**config.mk**
```make
export PLATFORM = sky130hd
export DESIGN_NAME = cot_phase_scheduler
export DESIGN_NICKNAME = d
export VERILOG_FILES = /design/src/rtl/cot_pkg.sv /design/src/rtl/cot_phase_timer.sv /design/src/rtl/cot_phase_scheduler.sv
export SDC_FILE = /design/constraint.sdc
export NUM_CORES = 1
export LEC_CHECK = 0
export ABC_AREA = 1
export CORE_ASPECT_RATIO = 2
export CORE_MARGIN = 4
export CORE_UTILIZATION = 65
export DETAILED_ROUTE_END_ITERATION = 10
export GPL_TIMING_DRIVEN = 0
export PLACE_DENSITY = 0.84
export SLEW_MARGIN = 20
export SYNTH_ARGS = -nofsm -noshare
export SYNTH_HDL_FRONTEND = slang
export SYNTH_SLANG_ARGS = --single-unit
```
**constraint.sdc**
```tcl
create_clock -name clk -period 2.7 [get_ports clk]
set_input_delay 0.54 -clock clk [delete_from_list [all_inputs] [get_ports clk]]
set_output_delay 0.54 -clock clk [all_outputs]
set_load 0.1 [all_outputs]
```
**src/rtl/cot_pkg.sv**
```systemverilog
// Shared encodings and helpers for the constant-on-time phase scheduler.
package cot_pkg;

  typedef enum logic [1:0] {
    TOP_IDLE  = 2'd0,
    TOP_RUN   = 2'd1,
    TOP_FAULT = 2'd2
  } top_state_t;

  typedef enum logic [1:0] {
    PH_OFF     = 2'd0,
    PH_ON      = 2'd1,
    PH_MIN_OFF = 2'd2
  } phase_state_t;

  // Bits needed to hold values 0..n-1; at least 1 so single-value fields stay legal.
  function automatic int clog2(input int n);
    int r;
    int v;
    r = 0;
    v = n - 1;
    while (v > 0) begin
      r++;
      v = v >>> 1;
    end
    return (r == 0) ? 1 : r;
  endfunction

endpackage

```
**src/rtl/cot_phase_timer.sv**
```systemverilog
// One phase of the scheduler: fixed on-time pulse followed by a minimum off-time.
module cot_phase_timer
  import cot_pkg::*;
#(
  parameter int CNT_W = 21
) (
  input  logic             clk,
  input  logic             rst_n,
  input  logic             start,
  input  logic             abort,
  input  logic [CNT_W-1:0] ton_cycles,
  input  logic [CNT_W-1:0] toff_min,
  output logic             pwm,
  output logic             ready
);

  phase_state_t     state, state_n;
  logic [CNT_W-1:0] cnt, cnt_n;
  logic [CNT_W-1:0] lim, lim_n;

  // One counter serves both intervals; lim holds whichever compare value is live.
  always_comb begin
    // NOTE: every output of this block gets a default first, so no path can infer a latch.
    state_n = state;
    cnt_n   = cnt;
    lim_n   = lim;
    unique case (state)
      PH_OFF: begin
        if (start) begin
          state_n = PH_ON;
          cnt_n   = CNT_W'(1);
          lim_n   = (ton_cycles == '0) ? CNT_W'(1) : ton_cycles;
        end
      end
      PH_ON: begin
        if (cnt == lim) begin
          state_n = (toff_min == '0) ? PH_OFF : PH_MIN_OFF;
          cnt_n   = CNT_W'(1);
          lim_n   = toff_min;
        end else begin
          cnt_n = cnt + CNT_W'(1);
        end
      end
      PH_MIN_OFF: begin
        if (cnt == lim) state_n = PH_OFF;
        else            cnt_n   = cnt + CNT_W'(1);
      end
      default: state_n = PH_OFF;
    endcase
    if (abort) state_n = PH_OFF;
  end

  // NOTE: state uses non-blocking assignments and an async clear so pwm drops the instant rst_n falls.
  always_ff @(posedge clk or negedge rst_n) begin
    if (!rst_n) begin
      state <= PH_OFF;
      cnt   <= '0;
      lim   <= '0;
      pwm   <= 1'b0;
    end else begin
      state <= state_n;
      cnt   <= cnt_n;
      lim   <= lim_n;
      pwm   <= (state_n == PH_ON);
    end
  end

  assign ready = (state == PH_OFF);

endmodule

```
**src/rtl/cot_phase_scheduler.sv**
```systemverilog
// Multi-phase constant-on-time PWM scheduler: comparator edges become fixed on-time
// pulses dealt round-robin across phases, with blanking, min off-time and fault latch.
module cot_phase_scheduler
  import cot_pkg::*;
#(
  parameter  int N_PH   = 2,
  parameter  int CNT_W  = 21,
  parameter  int TBLANK = 8,
  localparam int PTR_W  = clog2(N_PH)
) (
  input  logic             clk,
  input  logic             rst_n,
  input  logic             en,
  input  logic             trig,
  input  logic [CNT_W-1:0] ton_cycles,
  input  logic [CNT_W-1:0] toff_min,
  input  logic             fault_in,
  input  logic             fault_clr,
  output logic [N_PH-1:0]  pwm_out,
  output logic [PTR_W-1:0] phase_idx,
  output logic             busy,
  output logic             missed_trig,
  output logic             fault_latched
);

  localparam int BLANK_W = clog2(TBLANK + 2);

  top_state_t         state, state_n;
  logic               trig_dly;
  logic               trig_pos;
  logic               abort;
  logic               accept;
  logic               fire;
  logic [PTR_W-1:0]   ptr;
  logic [BLANK_W-1:0] blank;
  logic [N_PH-1:0]    start;
  logic [N_PH-1:0]    ready;
  logic [N_PH-1:0]    pwm;

  always_comb begin
    state_n = state;
    unique case (state)
      TOP_IDLE:  if (en) state_n = TOP_RUN;
      TOP_RUN: begin
        if (fault_in) state_n = TOP_FAULT;
        else if (!en) state_n = TOP_IDLE;
      end
      TOP_FAULT: if (fault_clr && !fault_in) state_n = TOP_IDLE;
      default:   state_n = TOP_IDLE;
    endcase
  end

  // Timers run only while RUN persists across the edge; any exit aborts them immediately.
  assign abort    = (state != TOP_RUN) || (state_n != TOP_RUN);
  assign trig_pos = trig && !trig_dly;
  assign accept   = !abort && trig_pos && (blank == '0);
  assign fire     = accept && ready[ptr];

  always_comb begin
    start      = '0;
    start[ptr] = fire;
  end

  always_ff @(posedge clk or negedge rst_n) begin
    if (!rst_n) begin
      state       <= TOP_IDLE;
      trig_dly    <= 1'b0;
      ptr         <= '0;
      blank       <= '0;
      missed_trig <= 1'b0;
    end else begin
      state       <= state_n;
      trig_dly    <= trig;
      missed_trig <= accept && !ready[ptr];
      if (state == TOP_IDLE)
        ptr <= '0;
      else if (fire)
        ptr <= (ptr == PTR_W'(N_PH - 1)) ? '0 : ptr + PTR_W'(1);
      if (state != TOP_RUN) blank <= '0;
      else if (fire)        blank <= BLANK_W'(TBLANK);
      else if (blank != '0) blank <= blank - BLANK_W'(1);
    end
  end

  for (genvar p = 0; p < N_PH; p++) begin : g_phase
    cot_phase_timer #(
      .CNT_W(CNT_W)
    ) u_timer (
      .clk       (clk),
      .rst_n     (rst_n),
      .start     (start[p]),
      .abort     (abort),
      .ton_cycles(ton_cycles),
      .toff_min  (toff_min),
      .pwm       (pwm[p]),
      .ready     (ready[p])
    );
  end

  assign pwm_out       = pwm;
  assign phase_idx     = ptr;
  assign busy          = |(~ready);
  assign fault_latched = (state == TOP_FAULT);

endmodule

```
==> results of run 1 <==
[through the flow]
step	hold slack (ns)	cell area, um2	setup TNS (ns)	setup WS, ns	power (mW)
4_1_cts	0.115	8490	0	0.0336	3.94
3_5_place_dp	0.493	8210	0	0.148	2.68
6_report	0.103	8490	0	0.215	3.94
5_1_grt	0.130	8490	0	0.182	4.14
2_1_floorplan	0.244	7470	0	0.450	2.39
3_3_place_gp	0.487	8180	-267.42	-2.71	2.64
[cell usage in the layout (no fill, tap or decap), types with 12 or more instances in the layout]
| cell type | Yosys | routed |
|---|---|---|
| nand2_1 | 462 | 462 |
| inv_1 | 123 | 123 |
| nand3_1 | 108 | 108 |
| dfrtp_1 | 99 | 99 |
| nor2_1 | 92 | 92 |
| clkdlybuf4s50_1 | 0 | 50 |
| o21ai_2 | 34 | 34 |
| xor2_1 | 30 | 30 |
| o21ai_0 | 28 | 28 |
| mux2i_1 | 25 | 25 |
| inv_2 | 16 | 16 |
| buf_6 | 11 | 12 |
[power breakdown]
part	switching [mW]	leakage [nW]	total, mW	internal [mW]
clock network	0.645	0.132	1.29	0.641
registers	0.140	1.32	1.78	1.65
logic	0.509	2.85	0.868	0.360
total	1.29	4.30	3.94	2.65
[logic make-up (layout without fill, tap and decap cells)]
family,count (synthesis),count (layout),share of synthesized area [%]
buffers and inverters,183,253,11.0
muxes,25,25,3.35
and+or+nand+nor,706,706,39.7
AOI/OAI and AO/OA,74,74,6.84
DFF,99,99,33.2
adders and majority gates,11,11,1.84
xor gates and xnor gates,35,35,4.10
[synthesized netlist by cell type, drive strengths merged]
| master | count | area share (%) |
|---|---|---|
| buf | 32 | 3.4 |
| a21o | 2 | 0.20 |
| clkinv | 1 | 0.12 |
| ha | 11 | 1.8 |
| inv | 139 | 7.0 |
| nor2 | 104 | 6.0 |
| o21ai | 63 | 5.9 |
| dfrtp | 99 | 33 |
| a21oi | 6 | 0.40 |
| or2 | 5 | 0.42 |
| nand4 | 8 | 0.67 |
| nor3 | 7 | 0.62 |
| xor2 | 30 | 3.5 |
| nand2 | 468 | 24 |
| xnor2 | 5 | 0.59 |
| nand3b | 1 | 0.10 |
| o21a | 1 | 0.10 |
| clkbuf | 11 | 0.57 |
| mux2i | 25 | 3.4 |
| nand3 | 113 | 8.1 |
| o211ai | 2 | 0.20 |
[per-layer routing]
layer | part of all wire, % | vias to the layer above
met5 | 0 | -
met4 | 8.1 | 0
met3 | 3.5 | 102
met2 | 55 | 244
met1 | 34 | 3308
li1 | - | 3621
[state kept, by name (all words and copies together) (netlist names)]
register / cells
g_phase.u_timer.pwm: 2
g_phase.u_timer.cnt: 42
trig_dly: 1
phase_idx: 1
blank: 4
missed_trig: 1
g_phase.u_timer.lim: 42
state: 2
g_phase.u_timer.state: 4
[cell type report]
cell class / count / area (um2)
timing repair buffer: 54 / 557
inverter: 140 / 531
multi-input combinational: 851 / 4170
buffer: 43 / 293
fill: 939 / 2800
clock inverter: 7 / 58.8
sequential: 99 / 2480
clock buffer: 9 / 225
tap: 142 / 178
[how the worst min path moves through the flow]
stage,endpoint,from,cells past startpoint,slack (ns)
5_1_grt,blank[1],rst_n,1,0.13
2_1_floorplan,blank[0],rst_n,0,0.24
6_report,blank[1],rst_n,1,0.10
3_5_place_dp,blank[0],rst_n,1,0.49
3_3_place_gp,g_phase[0].u_timer.lim[18],g_phase[0].u_timer.lim[18],2,0.49
4_1_cts,blank[0],rst_n,1,0.11
[timing repair]
action,4_1_cts,5_1_grt
hold buffers,0,0
gates resized for setup,1,3
cloned,0,0
endpoints found under the setup margin,1,2
==> results.json, run 1 <==
{
  "rsz0062_at_grt": "false",
  "clk_pin_slew_ns": 0.08,
  "cts_max_path_buffers": 2,
  "synthCells": 1133,
  "cellLeakagePower_nw": 4.30,
  "maxCapViolCount": 0,
  "viasPerCell": 5.41,
  "period_share_pct": 92.0,
  "worstReg2RegStart": "g_phase[1].u_timer.cnt[0]",
  "setup_viol": 0,
  "boundaryPins": 54,
  "dp_hpwl_um": 16700,
  "power_density_nw_per_um2": 464,
  "synth_area_um2": 7470,
  "cts_root_buf": "clkbuf_16",
  "grt_use_total_pct": 32.7,
  "route.detailed.drc": 0,
  "finClkSkew_ns": 0.00827,
  "hold_class": "input pin to asynchronous set/reset pin",
  "num_vias": 7275,
  "layout.nets": 1257,
  "postCtsSetupRepairBufs": 0,
  "syn_avg_cell_area_um2": 6.59,
  "setup.worst_path.start": "phase_idx",
  "critPathBufInv": 1,
  "gp_congestion": 0.969,
  "firstDrtPassIters": 5,
  "ant_nets": 0,
  "worstReg2RegEnd": "g_phase[1].u_timer.cnt[14]",
  "slew_violations": 0,
  "antenna_cells": 0,
  "slowest_delay_ns": 1.18,
  "dieArea_um2": 13400,
  "rows": 55,
  "antenna_found_initial": 0,
  "crit_type": "register to output port",
  "final_cells": 1345,
  "ys_warn_count": 0,
  "grt_pass1_wl_um": 34800,
  "utilization_pct": 75.2,
  "wirelength_um": 21300,
  "numPortBuffers": 53,
  "fmax_mhz": 402,
  "arrival_ns": 1.94,
  "setup.worst_path.end": "phase_idx",
  "cts_tree": "yes",
  "overflow": 0,
  "wl_per_cell_um": 15.9,
  "cts_htree_levels": 3,
  "drive_gt1_share_pct": 10.4,
  "ys_seq_area_share_pct": 33.2,
  "drt_iter0_drc": 434,
  "grt_pass1_vias": 7469,
  "tightestPinTransition_ns": 0.996,
  "gr-usage-met1_pct": 31.0,
  "cp_num_cells": 1,
  "cp_cell_sequence": "clkdlybuf4s50_1",
  "min_period_ns": 2.48,
  "die_w_um": 83.8,
  "cts_sinks": 99,
  "status": "complete, no violations",
  "crit_family": "buffers and inverters",
  "use_met2_pct": 61.9,
  "grt_use_met3_pct": 3.68,
  "clk_latency_ns": 0.35,
  "worstPathRequired_ns": 2.16,
  "critPathLaunchType": "register",
  "crit_slowest_cell": "clkdlybuf4s50_1",
  "area_growth_pct": 13.6,
  "core-area_um2": 11300,
  "r2r_setup_slack_ns": 0.45,
  "synth_nets": 1192,
  "r2r_cells": 10,
  "crit_fanout": 5,
  "grt_max_degree": 58,
  "die_y_um": 160,
  "end_kind": "output port",
  "synth.distinct_cells": 36,
  "ys_ff_latch": 99,
  "start_util_pct": 66.2,
  "hold_violations": 0,
  "place_inst": 1329,
  "timing.slew.headroom_pct": 33.4,
  "busiest_layer": "met2",
  "ir_worst_vdd_uv": 330,
  "cts_made_buffers": 9
}
(Power assumes the default switching activity.)
==> run 2, diff against run 1 <==
- CAP_MARGIN: not set -> 25
- CORE_UTILIZATION: 65 -> 34
- PLACE_DENSITY: 0.84 -> 0.48
==> results.json, run 2 (synthesis gave the netlist of run 1 again) <==
{
  "rsz0062_at_grt": "false",
  "worstPathRequired_ns": 2.16,
  "cts_made_buffers": 9,
  "grt_pass1_vias": 7089,
  "cts_sinks": 99,
  "hold_violations": 0,
  "die_w_um": 113,
  "drt_iter0_drc": 338,
  "grt_max_degree": 72,
  "antenna_found_initial": 0,
  "dieArea_um2": 24500,
  "arrival_ns": 1.93,
  "fin_total_pwr_mw": 4.09,
  "ir_worst_vdd_uv": 243,
  "p_sw_share_pct": 31.0,
  "clockPowerShare_pct": 35.3,
  "start_util_pct": 34.6,
  "num_vias": 6933,
  "firstDrtPassIters": 5,
  "postCtsSetupRepairBufs": 0,
  "die_y_um": 218,
  "viasPerCell": 4.70,
  "cts_root_buf": "clkbuf_16",
  "layout.nets": 1257,
  "maxCapViolCount": 0,
  "ant_nets": 0,
  "worstReg2RegStart": "g_phase[1].u_timer.cnt[0]",
  "rows": 76,
  "tightestPinTransition_ns": 0.974,
  "setup_viol": 0,
  "wirelength_um": 24300,
  "setup.worst_path.start": "phase_idx",
  "min_period_ns": 2.47,
  "crit_slowest_cell": "clkdlybuf4s50_1",
  "critPathLaunchType": "register",
  "gp_congestion": 0.911,
  "numPortBuffers": 53,
  "holdWs_ns": 0.0483,
  "postCtsHoldBufs": 0,
  "cellLeakagePower_nw": 4.32,
  "dp_hpwl_um": 19300,
  "nFillCells": 2345,
  "area_growth_pct": 16.3,
  "timing.slew.headroom_pct": 34.9,
  "grt_pass1_wl_um": 38700,
  "final_cell_mix": "nand2_1 (462), inv_1 (123), nand3_1 (108)",
  "grt_use_total_pct": 20.7,
  "status": "complete, no violations",
  "overflow": 0,
  "drive_gt1_share_pct": 10.4,
  "multiInputGateArea_um2": 4170,
  "layout_commonest_cell": "nand2_1",
  "end_kind": "output port",
  "boundaryPins": 54,
  "finClkSkew_ns": 0.00834,
  "cp_cell_sequence": "clkdlybuf4s50_1",
  "fin_setup_tns_ns": 0,
  "cts_htree_levels": 3,
  "comb_power_share_pct": 21.0,
  "slowest_delay_ns": 1.16,
  "crit_family": "buffers and inverters",
  "internal-power_mw": 2.82,
  "crit_type": "register to output port",
  "design_area_um2": 8690,
  "fmax_mhz": 405,
  "ctsResizeCount": 3,
  "place_area_um2": 8370,
  "clk_pin_slew_ns": 0.07,
  "cts_max_path_buffers": 2,
  "regArea_um2": 2480,
  "period_share_pct": 91.4,
  "route.detailed.drc": 0,
  "power_density_nw_per_um2": 471,
  "core-area_um2": 21600,
  "antenna_cells": 0,
  "clk_latency_ns": 0.37,
  "cts_tree": "yes",
  "critPathBufInv": 1,
  "reg.largest.list": "g_phase.u_timer.cnt: 42 flops, g_phase.u_timer.lim: 42 flops",
  "power_frac_seq_pct": 43.7,
  "hold_class": "input pin to asynchronous set/reset pin",
  "wl_per_cell_um": 16.5,
  "power_switching_mw": 1.27,
  "crit_fanout": 5,
  "slew_violations": 0
}
-- run 2: cell count changes in the layout (fill, tap and decap cells not counted) --
cell            previous run  this run
clkbuf_8                   0         4
clkinvlp_4                 3         0
inv_8                      2         0
bufinv_16                  0         1
clkinv_4                   1         2
dlygate4sd2_1              0         1
dlymetal6s2s_1             1         0
inv_6                      1         0
-- run 2: power groups by stage --
stage	combinational, mW	clock, mW	sequential, mW
after detailed placement	0.884	0	1.82
final	0.861	1.44	1.79
after floorplan	0.615	0	1.78
after global placement	0.871	0	1.82
after global routing	0.991	1.55	1.82
after CTS	0.885	1.51	1.79
-- run 2: layout make-up --
class | count | share of cell area (%)
multi-input cells | 851 | 48.0
flip-flops and latches | 99 | 28.5
repair buffers | 54 | 6.37
inverters | 140 | 6.11
well taps | 273 | 3.93
plain buffers | 43 | 3.37
clock buffers | 13 | 3.23
clock inverters | 3 | 0.504
-- run 2: worst paths after layout --
check | endpoint | slack [ns] | cells past startpoint
setup / recovery | phase_idx | 0.23 | 1
hold / removal | blank[2] | 0.05 | 1
setup reg to reg | g_phase[1].u_timer.cnt[14] | 0.35 | 10
hold reg to reg | g_phase[0].u_timer.lim[18] | 0.51 | 2
max in group asynchronous | g_phase[1].u_timer.cnt[17] | 1.96 | 2
min in group clk | g_phase[0].u_timer.lim[18] | 0.51 | 2
-- run 2: through the flow --
stage	setup slack (ns)	std cells	util [%]
floorplan	0.450	1133	-
global placement	-3.26	1459	38.6
detailed placement	0.107	1460	38.8
CTS	0.000361	1476	40.3
global route	0.160	1476	40.2
finish	0.233	1476	40.2
-- run 2: routing by layer --
metal,part of all wire (%),global-route usage (%),vias to the layer above
met5,0,0,-
met1,35,20.1,3138
met4,4.5,10.3,0
met3,2.4,2.69,53
li1,-,-,3624
met2,58,41.5,118
==> run 3, diff against run 2 <==
- HOLD_SLACK_MARGIN: not set -> 0.02
==> results of run 3 <==
Final layout, timing and power as in run 2 (identical DEF).
